File: src/rtl/uart_transmitter_if.sv
// Host-side handshake bundle for uart_transmitter.
// Host drives data/request; transmitter returns line and status.
interface uart_transmitter_if;
  logic [7:0] data_in;
  logic       send;
  logic [1:0] err_inject;
  logic       ready;
  logic       tx;
  logic       busy;
  logic       done;

  modport master (
    output data_in, send, err_inject,
    input  ready, tx, busy, done
  );

  modport slave (
    input  data_in, send, err_inject,
    output ready, tx, busy, done
  );
endinterface

File: src/rtl/uart_transmitter.sv
// Serialises one byte per request: start, 8 data LSB first, parity, stop,
// then an idle gap; a one-entry holding buffer queues the next byte.
module uart_transmitter #(
  parameter int CLKS_PER_BIT = 1,
  parameter int GAP_BITS     = 3
) (
  input  logic                clk,
  input  logic                rst,
  uart_transmitter_if.slave   bus
);

  typedef enum logic [2:0] {
    IDLE, START, DATA, PARITY, STOP, GAP
  } state_e;

  localparam int GAP_CYC = CLKS_PER_BIT * GAP_BITS;
  localparam int CW = (GAP_CYC > 1) ? $clog2(GAP_CYC) : 1;
  localparam logic [CW-1:0] BIT_LAST = CW'(CLKS_PER_BIT - 1);
  localparam logic [CW-1:0] GAP_LAST = CW'(GAP_CYC - 1);

  state_e        state_q, state_d;
  logic [CW-1:0] cnt_q, cnt_d;
  logic [2:0]    idx_q, idx_d;
  logic [7:0]    shreg_q, shreg_d;
  logic [1:0]    inj_q, inj_d;
  logic [7:0]    hold_q, hold_d;
  logic [1:0]    hinj_q, hinj_d;
  logic          hvld_q, hvld_d;
  logic          tx_q, tx_d;
  logic          ready_q, ready_d;
  logic          busy_q, busy_d;
  logic          done_q, done_d;

  logic accept, bit_end, gap_end;

  always_comb begin
    state_d = state_q;
    cnt_d   = cnt_q + CW'(1);
    idx_d   = idx_q;
    shreg_d = shreg_q;
    inj_d   = inj_q;
    hold_d  = hold_q;
    hinj_d  = hinj_q;
    hvld_d  = hvld_q;
    accept  = bus.send && ready_q;
    bit_end = (cnt_q == BIT_LAST);
    gap_end = (cnt_q == GAP_LAST);

    unique case (state_q)
      IDLE: begin
        cnt_d = '0;
        if (accept) begin
          state_d = START;
          shreg_d = bus.data_in;
          inj_d   = bus.err_inject;
        end
      end
      START: begin
        if (bit_end) begin
          cnt_d   = '0;
          idx_d   = '0;
          state_d = DATA;
        end
      end
      DATA: begin
        if (bit_end) begin
          cnt_d = '0;
          idx_d = idx_q + 3'd1;
          if (idx_q == 3'd7) state_d = PARITY;
        end
      end
      PARITY: begin
        if (bit_end) begin
          cnt_d   = '0;
          state_d = STOP;
        end
      end
      STOP: begin
        if (bit_end) begin
          cnt_d   = '0;
          state_d = GAP;
        end
      end
      GAP: begin
        if (gap_end) begin
          cnt_d = '0;
          if (hvld_q) begin
            state_d = START;
            shreg_d = hold_q;
            inj_d   = hinj_q;
            hvld_d  = 1'b0;
          end else if (accept) begin
            state_d = START;
            shreg_d = bus.data_in;
            inj_d   = bus.err_inject;
          end else begin
            state_d = IDLE;
          end
        end
      end
      default: begin
        state_d = IDLE;
        cnt_d   = '0;
      end
    endcase

    // A request on the final gap edge starts directly, so it is not held.
    if (accept && state_q != IDLE &&
        !(state_q == GAP && gap_end)) begin
      hold_d = bus.data_in;
      hinj_d = bus.err_inject;
      hvld_d = 1'b1;
    end

    unique case (state_d)
      START:   tx_d = 1'b0;
      DATA:    tx_d = shreg_d[idx_d];
      PARITY:  tx_d = (^shreg_d) ^ inj_d[0];
      STOP:    tx_d = ~inj_d[1];
      default: tx_d = 1'b1;
    endcase

    ready_d = ~hvld_d;
    busy_d  = (state_d != IDLE);
    done_d  = (state_d == STOP) && (cnt_d == BIT_LAST);
  end

  always_ff @(posedge clk) begin
    if (rst) begin
      state_q <= IDLE;
      cnt_q   <= '0;
      idx_q   <= '0;
      shreg_q <= '0;
      inj_q   <= '0;
      hold_q  <= '0;
      hinj_q  <= '0;
      hvld_q  <= 1'b0;
      tx_q    <= 1'b1;
      ready_q <= 1'b1;
      busy_q  <= 1'b0;
      done_q  <= 1'b0;
    end else begin
      state_q <= state_d;
      cnt_q   <= cnt_d;
      idx_q   <= idx_d;
      shreg_q <= shreg_d;
      inj_q   <= inj_d;
      hold_q  <= hold_d;
      hinj_q  <= hinj_d;
      hvld_q  <= hvld_d;
      tx_q    <= tx_d;
      ready_q <= ready_d;
      busy_q  <= busy_d;
      done_q  <= done_d;
    end
  end

  assign bus.tx    = tx_q;
  assign bus.ready = ready_q;
  assign bus.busy  = busy_q;
  assign bus.done  = done_q;

endmodule
File: src/flat_wrapper.sv
// flat-port wrapper written by rule: the top's interface ports become plain ports
module uart_transmitter_flat 
#(
  parameter int CLKS_PER_BIT = 1,
  parameter int GAP_BITS     = 3
)
  (clk, rst, bus_data_in, bus_send, bus_err_inject, bus_ready, bus_tx, bus_busy, bus_done);
  uart_transmitter_if bus_i ();
  input  logic clk;
  input  logic rst;
  input wire logic [$bits(bus_i.data_in)-1:0] bus_data_in;
  input wire logic [$bits(bus_i.send)-1:0] bus_send;
  input wire logic [$bits(bus_i.err_inject)-1:0] bus_err_inject;
  output wire logic [$bits(bus_i.ready)-1:0] bus_ready;
  output wire logic [$bits(bus_i.tx)-1:0] bus_tx;
  output wire logic [$bits(bus_i.busy)-1:0] bus_busy;
  output wire logic [$bits(bus_i.done)-1:0] bus_done;
  assign bus_i.data_in = bus_data_in;
  assign bus_i.send = bus_send;
  assign bus_i.err_inject = bus_err_inject;
  assign bus_ready = bus_i.ready;
  assign bus_tx = bus_i.tx;
  assign bus_busy = bus_i.busy;
  assign bus_done = bus_i.done;
  uart_transmitter #(.CLKS_PER_BIT(CLKS_PER_BIT), .GAP_BITS(GAP_BITS)) u_core (.clk(clk), .rst(rst), .bus(bus_i));
endmodule
File: config.mk
export PLATFORM = sky130hd
export DESIGN_NAME = uart_transmitter_flat
export DESIGN_NICKNAME = d
export VERILOG_FILES = /design/src/rtl/uart_transmitter_if.sv /design/src/rtl/uart_transmitter.sv /design/src/flat_wrapper.sv
export SDC_FILE = /design/constraint.sdc
export NUM_CORES = 1
export LEC_CHECK = 0
export CORE_MARGIN = 5
export CORE_UTILIZATION = 45
export DETAILED_ROUTE_END_ITERATION = 8
export PLACE_DENSITY = 0.75
export SLEW_MARGIN = 20
export SYNTH_ARGS = -nofsm -noshare
export SYNTH_HDL_FRONTEND = slang
export SYNTH_SLANG_ARGS = --single-unit
File: constraint.sdc
create_clock -name clk -period 9.3 [get_ports clk]
set_clock_uncertainty 0.1 [all_clocks]
set_input_delay 2.79 -clock clk [delete_from_list [all_inputs] [get_ports clk]]
set_output_delay 2.79 -clock clk [all_outputs]
set_load 0.03 [all_outputs]
==> metrics <==
Required @ worst endpoint=9.37 ns; clock network latency to the later pin of the worst-skew pair=0.28 ns; critical path class=primary input to flop; drt drc=0; area leader, netlist=dfxtp_1; worst reg-to-reg setup slack=5.97 ns; metal3 WL=225 µm; post-route ant nets=0; # setup viols final=0; fillers=360; CP most frequent cell=xnor3_1; routed wire length per instance=13.88 µm; area share of fa/ha/maj cells after synthesis=4.958%; CP endpoint kind=flop; crit-path max cell delay=0.55 ns; Placeable Area=0.003744 mm²; DR vias/cell=5.645; largest net degree at the start of global routing=31; worst hold slack=0.3977 ns; DR top layer=met4; PostCTS Resize Cnt=0; post-DP HPWL=2.537 mm; Compound-Gate Fraction of Synth Area=21.25%; DR pass1 iterations=4; Power Density=196.0 mW/mm²; Die Height=72.66 µm; num ports=17; Fin. Hold Viols=0; wire length of the first global-routing pass=5.996 mm; GRT overflow=0; Leak=0.0008311 µW; largest family of logic cells by synthesized area=compound AO/OA/AOI/OAI gates; Worst Tran Pin Value=0.7133 ns; Placed Instance Area=0.001941 mm²; post-synth cell types=46; WL met1=1.758 mm; initial antenna violation count=0; number of synthesized register bits=33; worst hold path depth=2; Max clock buf depth=2; total CTS buffers=5; R2R Path End=u_core.bus.tx; vias in the first global route=1281; sequential element share of the synthesized area=37.39%; Initial Utilization=47.19%; Buf+Inv Stages, Crit Path=1; Worst slew margin=52.38%; Hold Path End=u_core.hinj_q[0]; row count=22; fin crit period=5.270 ns; Area contributors post-synth=dfxtp_1 (37%), mux2i_1 (7.4%), nor2_1 (7.2%); Final Max Tran Viols=0; Yosys top cell area share=37.39%; setup bufs post-CTS=0; GRT Total Usage=14.60%; unrepaired setup endpoints after global routing=no; final setup TNS=0 ns; syn nets=214; Die X=72.66 µm; Placer Congestion=0.7359; CTS sink cnt=33; max-cap violation count=0; number of DRC markers in iteration 0=115; Max rail drop VDD=0.0001058 V; Mapped Area=0.001767 mm²; Area Growth Syn to Fin=14.73%; Mapped Cells=194; CP startpoint kind=primary input; Hold-fix buffers, CTS=0; dpl cells=249; Final nets=228; FMAX=0.1898 GHz; RR Startpoint=u_core.state_q[0]; Final Non-Filler Cells=256; hold path startpoint=u_core.hinj_q[0]; R2R cell count=7; design area=0.002027 mm²; port bufs=16; CP max FO=11; Die Area=0.005279 mm²; CTS root buf=clkbuf_8; share of cells above drive strength 1=6.731%; post-synthesis area per instance=9.107 µm²; post-synthesis mux area share=7.365%; # diodes=0; htree depth=2; CTS tree=yes; Worst path slowest cell=a222oi_1; vias=1445; Final period util=56.66%; CTS clk-pin slew, worst paths=0.07 ns; post-synthesis simple-gate area fraction=18.34%; status=finished clean; crit path DAT=5.34 ns; Detailed Route WL=3.553 mm; YS warnings=0; CP delay by family, top=compound AO/OA/AOI/OAI gates; crit-path cells=clkdlybuf4s50_1, nand3b_1, a21oi_4, nor2_2, a222oi_1, xnor3_1, xnor3_1, a32o_1; xor/xnor share of the synthesized area=5.312%; met2 routed WL=1.527 mm; HP Class=flop to flop
[registers in the layout, indices dropped and copies added, names as in the netlist, 2 cells and up]
name,count
u_core.cnt_q,2
u_core.inj_q,2
u_core.hold_q,8
u_core.shreg_q,8
u_core.hinj_q,2
u_core.idx_q,3
u_core.state_q,3
[layout make-up]
type | count | area, µm² | area share [%]
repair buffers | 18 | 175.2 | 8.642
flip-flops and latches | 33 | 660.6 | 32.59
multi-input cells | 141 | 1011 | 49.88
clock buffers | 7 | 86.33 | 4.259
inverters | 9 | 33.78 | 1.667
well taps | 48 | 60.06 | 2.963
[layout by cell type (no fill, tap or decap), types with 2 or more instances in the layout]
cell type,n
a22o_1,7
a22oi_1,2
a222oi_1,4
nand2b_1,2
nor2b_1,4
xnor3_1,3
o21ai_0,5
o211ai_1,3
mux2i_1,13
clkbuf_8,6
a2111oi_0,3
ha_1,7
dfxtp_1,33
a211oi_1,3
clkdlybuf4s50_1,16
nor2_1,34
nor3b_1,2
a31oi_1,2
or3_1,2
nand2_1,7
a21o_1,2
inv_1,9
buf_4,2
xnor2_1,2
nand3_1,5
a211o_1,2
a21oi_1,10
[layer usage]
metal	GRT usage, %	up-vias
met5	0	-
met4	4.303	0
met3	4.132	5
met2	21.04	44
met1	21.11	665
li1	-	731
[per-stage QoR]
step	setup WS [ns]	total power, µW	utilization [%]
final	4.030	397.3	54.14
after global routing	3.880	419.6	54.14
after CTS	4.039	400.0	54.14
after detailed placement	3.766	291.4	51.84
after global placement	3.877	289.9	51.84
after floorplan	4.394	264.0	-
[power breakdown]
group	internal (µW)	switching [µW]	leakage [µW]
Sequential	156	13.7	0.000270
Combinational	61.4	57.0	0.000517
Clock	58.7	50.2	0.0000443
Total	276	121	0.000831
[cell families after synthesis]
family                     count (synthesis)
muxes                                     13
buffers and inverters                     20
and+or+nand+nor                           65
xor gates and xnor gates                   6
AOI/OAI and AO/OA                         50
adders and majority gates                  7
DFF                                       33
[synthesized netlist by cell type (all sizes together)]
cell and instances:
a22o 7, nand4b 2, nor3 1, and4b 1
nand3b 1, nand2b 2, o211ai 3, a21oi 12
or3 2, o22ai 1, inv 9, or4 1
buf 6, a222oi 4, nor2b 4, mux2i 13
a2111oi 3, o21ai 5, xnor3 3, a31oi 2
a22oi 2, or2 1, xor2 1, nand3 5
a41oi 1, nor3b 2, a21o 2, o31ai 1
ha 7, dfxtp 33, xnor2 2, a32o 1
nand2 7, clkbuf 5, a211oi 3, a211o 2
o211a 1, nor2 36
[worst min-delay path, cell delays in order, from the launching register on]
cell     delay (ns)
dfxtp_1        0.33
mux2i_1        0.06
nor2_1         0.07
[how the worst max path moves through the flow]
stage,startpoint,to,cells past startpoint
2_1_floorplan,bus_send,u_core.bus.tx,8
3_3_place_gp,bus_send,u_core.bus.tx,8
3_5_place_dp,bus_send,u_core.bus.tx,8
4_1_cts,bus_send,u_core.bus.tx,8
5_1_grt,bus_send,u_core.bus.tx,8
6_report,bus_send,u_core.bus.tx,8
No activity file was read; power rests on OpenSTA's default activity.
